[config.mk]
export PLATFORM = sky130hd
export DESIGN_NAME = fifo_flex
export DESIGN_NICKNAME = d
export VERILOG_FILES = /design/src/rtl/fifo_pkg.sv /design/src/rtl/fifo_mem.sv /design/src/rtl/fifo_flex.sv
export SDC_FILE = /design/constraint.sdc
export NUM_CORES = 1
export LEC_CHECK = 0
export CORE_MARGIN = 3
export CORE_UTILIZATION = 40
export CTS_CLUSTER_SIZE = 10
export DETAILED_ROUTE_END_ITERATION = 8
export DONT_BUFFER_PORTS = 1
export PLACE_DENSITY_LB_ADDON = 0.1
export SETUP_SLACK_MARGIN = 0.15
export SKIP_LAST_GASP = 1
export SYNTH_ARGS = -nofsm -noshare
export SYNTH_HDL_FRONTEND = slang
export SYNTH_SLANG_ARGS = --single-unit
[constraint.sdc]
create_clock -name clk -period 4.2 [get_ports clk]
set_input_delay 0.42 -clock clk [delete_from_list [all_inputs] [get_ports clk]]
set_output_delay 0.42 -clock clk [all_outputs]
set_load 0.03 [all_outputs]
[src/rtl/fifo_pkg.sv]
// Shared constants and helpers for the fifo_flex family.
// Read-mode selectors, count width sizing, and pointer wrap for arbitrary depths.
package fifo_pkg;

    localparam int FIFO_STD  = 0;
    localparam int FIFO_FWFT = 1;

    function automatic int cnt_width(input int depth);
        return $clog2(depth + 1);
    endfunction

    // Explicit wrap so non-power-of-2 depths never index past the last entry.
    function automatic int ptr_inc(input int ptr, input int depth);
        return (ptr == depth - 1) ? 0 : ptr + 1;
    endfunction

endpackage

[src/rtl/fifo_mem.sv]
// Purpose: simple dual-port register array, one synchronous write port, one async read port.
// Latency: write visible on the read port the cycle after the write edge; read is combinational.
// Backpressure: none; the wrapper gates the write enable.
module fifo_mem #(
    parameter int DATA_WIDTH = 8,
    parameter int DEPTH      = 16,
    parameter int ADDR_W     = 4
) (
    input  logic                  clk,
    input  logic                  we,
    input  logic [ADDR_W-1:0]     waddr,
    input  logic [DATA_WIDTH-1:0] wdata,
    input  logic [ADDR_W-1:0]     raddr,
    output logic [DATA_WIDTH-1:0] rdata
);

    logic [DATA_WIDTH-1:0] mem_q [DEPTH];

    always_ff @(posedge clk) begin
        if (we) begin
            mem_q[waddr] <= wdata;
        end
    end

    assign rdata = mem_q[raddr];

endmodule

[src/rtl/fifo_flex.sv]
// Purpose: single-clock FIFO, any depth, standard or FWFT read, thresholds, count, sticky errors.
// Latency: standard read 1 cycle after rd_en; FWFT head visible the cycle after write/pop.
// Backpressure: full rejects writes unless a read is accepted the same cycle; errors are sticky.
module fifo_flex
    import fifo_pkg::*;
#(
    parameter int DATA_WIDTH = 8,
    parameter int DEPTH      = 16,
    parameter int FWFT       = FIFO_STD,
    parameter int AF_THRESH  = DEPTH - 2,
    parameter int AE_THRESH  = 2
) (
    input  logic                          clk,
    input  logic                          rst_,
    input  logic                          flush,
    input  logic                          wr_en,
    input  logic [DATA_WIDTH-1:0]         din,
    input  logic                          rd_en,
    output logic [DATA_WIDTH-1:0]         dout,
    output logic                          dout_valid,
    output logic                          full,
    output logic                          almost_full,
    output logic                          empty,
    output logic                          almost_empty,
    output logic [cnt_width(DEPTH)-1:0]   count,
    output logic                          overflow,
    output logic                          underflow
);

    localparam int CNT_W = cnt_width(DEPTH);
    localparam int PTR_W = $clog2(DEPTH);
    localparam logic [CNT_W-1:0] DEPTH_C = CNT_W'(DEPTH);
    localparam logic [CNT_W-1:0] AF_C    = CNT_W'(AF_THRESH);
    localparam logic [CNT_W-1:0] AE_C    = CNT_W'(AE_THRESH);

    logic [PTR_W-1:0] wr_ptr_q, wr_ptr_d;
    logic [PTR_W-1:0] rd_ptr_q, rd_ptr_d;
    logic [CNT_W-1:0] count_q, count_d;
    logic full_q, full_d, almost_full_q, almost_full_d;
    logic empty_q, empty_d, almost_empty_q, almost_empty_d;
    logic overflow_q, overflow_d, underflow_q, underflow_d;

    logic rd_acc, wr_acc, rd_pop, wr_push;
    logic [DATA_WIDTH-1:0] mem_rdata;

    always_comb begin
        rd_acc  = rd_en & ~empty_q;
        wr_acc  = wr_en & (~full_q | rd_acc);
        // Flush masks both requests so nothing moves and no error is flagged.
        rd_pop  = rd_acc & ~flush;
        wr_push = wr_acc & ~flush;

        wr_ptr_d    = wr_ptr_q;
        rd_ptr_d    = rd_ptr_q;
        count_d     = count_q;
        overflow_d  = overflow_q;
        underflow_d = underflow_q;

        if (flush) begin
            wr_ptr_d    = '0;
            rd_ptr_d    = '0;
            count_d     = '0;
            overflow_d  = 1'b0;
            underflow_d = 1'b0;
        end else begin
            if (wr_push) begin
                wr_ptr_d = PTR_W'(ptr_inc(int'(wr_ptr_q), DEPTH));
            end
            if (rd_pop) begin
                rd_ptr_d = PTR_W'(ptr_inc(int'(rd_ptr_q), DEPTH));
            end
            count_d = count_q + CNT_W'(wr_push) - CNT_W'(rd_pop);
            if (wr_en & ~wr_acc) begin
                overflow_d = 1'b1;
            end
            if (rd_en & ~rd_acc) begin
                underflow_d = 1'b1;
            end
        end

        full_d         = (count_d == DEPTH_C);
        empty_d        = (count_d == '0);
        almost_full_d  = (count_d >= AF_C);
        almost_empty_d = (count_d <= AE_C);
    end

    always_ff @(posedge clk or posedge rst_) begin
        if (rst_) begin
            wr_ptr_q       <= '0;
            rd_ptr_q       <= '0;
            count_q        <= '0;
            full_q         <= 1'b0;
            almost_full_q  <= 1'b0;
            empty_q        <= 1'b1;
            almost_empty_q <= 1'b1;
            overflow_q     <= 1'b0;
            underflow_q    <= 1'b0;
        end else begin
            wr_ptr_q       <= wr_ptr_d;
            rd_ptr_q       <= rd_ptr_d;
            count_q        <= count_d;
            full_q         <= full_d;
            almost_full_q  <= almost_full_d;
            empty_q        <= empty_d;
            almost_empty_q <= almost_empty_d;
            overflow_q     <= overflow_d;
            underflow_q    <= underflow_d;
        end
    end

    fifo_mem #(
        .DATA_WIDTH (DATA_WIDTH),
        .DEPTH      (DEPTH),
        .ADDR_W     (PTR_W)
    ) u_mem (
        .clk   (clk),
        .we    (wr_push),
        .waddr (wr_ptr_q),
        .wdata (din),
        .raddr (rd_ptr_q),
        .rdata (mem_rdata)
    );

    generate
        if (FWFT == FIFO_FWFT) begin : g_fwft
            // Drive zero while empty so the unreset array never leaks onto dout.
            assign dout       = empty_q ? '0 : mem_rdata;
            assign dout_valid = ~empty_q;
        end else begin : g_std
            logic [DATA_WIDTH-1:0] dout_q, dout_d;
            logic                  dout_valid_q, dout_valid_d;

            always_comb begin
                dout_d       = dout_q;
                dout_valid_d = rd_pop;
                if (rd_pop) begin
                    dout_d = mem_rdata;
                end
            end

            always_ff @(posedge clk or posedge rst_) begin
                if (rst_) begin
                    dout_q       <= '0;
                    dout_valid_q <= 1'b0;
                end else begin
                    dout_q       <= dout_d;
                    dout_valid_q <= dout_valid_d;
                end
            end

            assign dout       = dout_q;
            assign dout_valid = dout_valid_q;
        end
    endgenerate

    assign count        = count_q;
    assign full         = full_q;
    assign almost_full  = almost_full_q;
    assign empty        = empty_q;
    assign almost_empty = almost_empty_q;
    assign overflow     = overflow_q;
    assign underflow    = underflow_q;

endmodule

==> metrics.yaml <==
critical_path:
  ff2ff_setup_slack_ps: 920
  cp-start-kind: "flip-flop"
  required_ps: 4490
  crit_type: "reg2reg"
  crit_path_max_fanout: 8
  crit_path_end_kind: "flip-flop"
  arrival_ps: 3570
route:
  routed_via_density: 5.23
  first_iter_violations: 245
  met3WireLength_um: 771
  first_pass_iters: 4
  routedWlPerCell_um: 21.8
  routed_wl_mm: 13.1
  route.detailed.drc: 0
  topRoutingLayerUsed: "met4"
  postRouteAntennaNets: 0
  drt-met1-wl_mm: 5.89
  wl_met2_mm: 6.31
  num_vias: 3143
synth:
  synth_compound_area_frac: 0.0438
  netlist_area_um2: 6370
  yosysWarnings: 0
  synth_edf_count: 128
  synth_seq_cells: 156
  synthArstFlopShare: 0.179
  synth-simple-area-share: 0.0619
  syn-num-nets: 390
  synth_xor_area_frac: 0.00550
  ys.flop_type: "edfxtp_1"
  netlist_instances: 366
  ys_types: 43
  synth_fa_ha_area_frac: 0.0228
  seq_area_frac_synth: 0.714
  avgSynthCellArea_um2: 17.4
  synthMuxAreaShare: 0.124
  synth_top_family_by_area: "multiplexers"
sta:
  max_freq_mhz: 305
  worst_slew_pin_slew_ps: 1030
  setup_viol: 0
  hold_violations: 0
  post-route-period-util: 0.782
  slew_violations: 0
  slew-limit-headroom: 0.311
  period_minus_slack_ps: 3280
  tns_ps: 0
  grt_setup_unrepaired: "false"
  finalClockSkew_ps: 6.20
clock_network:
  cts_tree: "done"
  htreeDepth: 4
  clock_sinks: 156
  clk_pin_slew_ps: 60
  clk_path_buf_depth: 2
  ctsRootBufferMaster: "clkbuf_16"
  clk_latency_ps: 420
  cts_buffers: 17
floorplanning:
  rows: 45
  io_pins: 33
  fp.dieW_um: 132
  die_h_um: 132
  die-area_um2: 17500
  start_util: 0.414
  coreArea_um2: 15400
placed_design:
  portBuffers: 0
  gp_congestion: 0.812
  dp_hpwl_mm: 8.31
pwr:
  peakVddDrop_mv: 0.274
  p_leak_nw: 2.39
  p_total_mw: 3.83
  power_density_nw_per_um2: 541
finish:
  area_growth_pct: 11.1
  n_fill_cell: 1330
  insertedDiodeCount: 0
  layout-drive-gt1-share: 0.167
  fin_nets: 402
grt:
  grt_pass1_vias: 3252
  gr-total-overflow: 0
  grt_max_degree: 30
  grtUsageTotal: 0.160
  grt_pass1_wl_mm: 20.6
  antenna_found_initial: 0
job:
  maxCapViolCount: 0
outcome:
  status: "complete, no violations"
hold_path:
  hold_path.class: "in2reg"
[layout make-up]
cell class | instances | area, µm² | share of cell area
inverter | 14 | 52.6 | 0.00743
timing repair buffer | 10 | 77.6 | 0.0110
multi-input combinational | 179 | 1640 | 0.232
sequential | 156 | 4550 | 0.643
clock inverter | 10 | 52.6 | 0.00743
clock buffer | 21 | 440 | 0.0622
tap | 211 | 264 | 0.0373
[Yosys cell counts (all sizes together) (3+ instances only)]
cell,count,area (µm²)
inv,14,52.6
a21oi,17,85.1
nor2,29,109
nand2,18,67.6
xor2,3,26.3
nor3,14,70.1
nand2b,11,76.3
edfxtp,128,3840
mux2i,10,100
a211o,8,70.1
mux4,30,687
buf,11,104
dfrtp,26,651
a31oi,4,25.0
ha,10,125
nor2b,6,37.5
clkbuf,6,26.3
[layout by cell type (no fill, tap or decap), drive strengths merged, types with 9 or more instances in the layout]
| cell type | count |
|---|---|
| ha | 10 |
| a21oi | 17 |
| nand2b | 11 |
| dfrtp | 26 |
| buf | 9 |
| nor2 | 29 |
| inv | 14 |
| clkbuf | 21 |
| edfxtp | 128 |
| nand2 | 18 |
| nor3 | 14 |
| mux2i | 10 |
| mux4 | 30 |
[per-layer routing]
| layer | GRT usage | up-vias |
|---|---|---|
| li1 | - | 1434 |
| met1 | 0.223 | 1606 |
| met2 | 0.244 | 91 |
| met3 | 0.0496 | 12 |
| met4 | 0.0485 | 0 |
| met5 | 0 | - |
[worst max-delay path, cell delays in order, from the launching register on]
cell and delay, ps:
dfstp_2 430, nand2b_1 250, a21boi_2 350, and2b_1 280, inv_2 50, ha_1 260
inv_1 50, ha_1 150, inv_1 50, fa_1 370, nor2b_1 150, o21ai_1 90
nand4b_1 120, nand2_1 120, a2111oi_0 420
[worst paths after layout]
check                                to  startpoint  depth (start not counted)
setup / recovery           almost_empty       empty                         14
hold / removal              rd_ptr_q[0]       flush                          1
setup reg to reg           almost_empty       empty                         14
hold reg to reg               underflow       empty                          2
max in group asynchronous         empty        rst_                          3
min in group asynchronous   rd_ptr_q[1]        rst_                          3
[cell families (layout without fill, tap and decap cells)]
kind of cell | Yosys count | in the layout
AO/OA/AOI/OAI | 41 | 41
XOR/XNOR | 4 | 4
adder cells (fa/ha/maj) | 11 | 11
buffers and inverters | 31 | 55
flip-flops | 156 | 156
multiplexers | 40 | 40
AND/OR/NAND/NOR | 83 | 83
[flip-flops by register name, summed over array words and instances (netlist names)]
register,cells
almost_empty,1
almost_full,1
count,5
dout,8
dout_valid,1
empty,1
full,1
overflow,1
rd_ptr_q,4
u_mem.mem_q,128
underflow,1
wr_ptr_q,4
[power breakdown]
group | switching [mW] | leakage [nW] | internal (mW)
clock network | 0.563 | 0.234 | 0.738
logic | 0.258 | 0.646 | 0.228
registers | 0.261 | 1.51 | 1.78
[metrics by stage]
step | worst slack (ps) | cells | instance area [µm²] | hold slack, ps | util
global route | 550 | 601 | 7080 | 33.0 | 0.460
detailed placement | 975 | 569 | 6570 | 401 | 0.428
finish | 917 | 601 | 7080 | 63.9 | 0.460
global placement | 1050 | 569 | 6570 | 399 | 0.428
CTS | 930 | 601 | 7080 | 41.6 | 0.460
floorplan | 1250 | 366 | 6370 | 484 | -
[timing repair]
action | in CTS | in global routing
buffers inserted | 0 | 0
endpoints found under the setup margin | 0 | 0
hold buffers | 1 | 0
resized for setup | 0 | 0
hold endpoints to repair | 26 | 0
(Power assumes the default switching activity.)
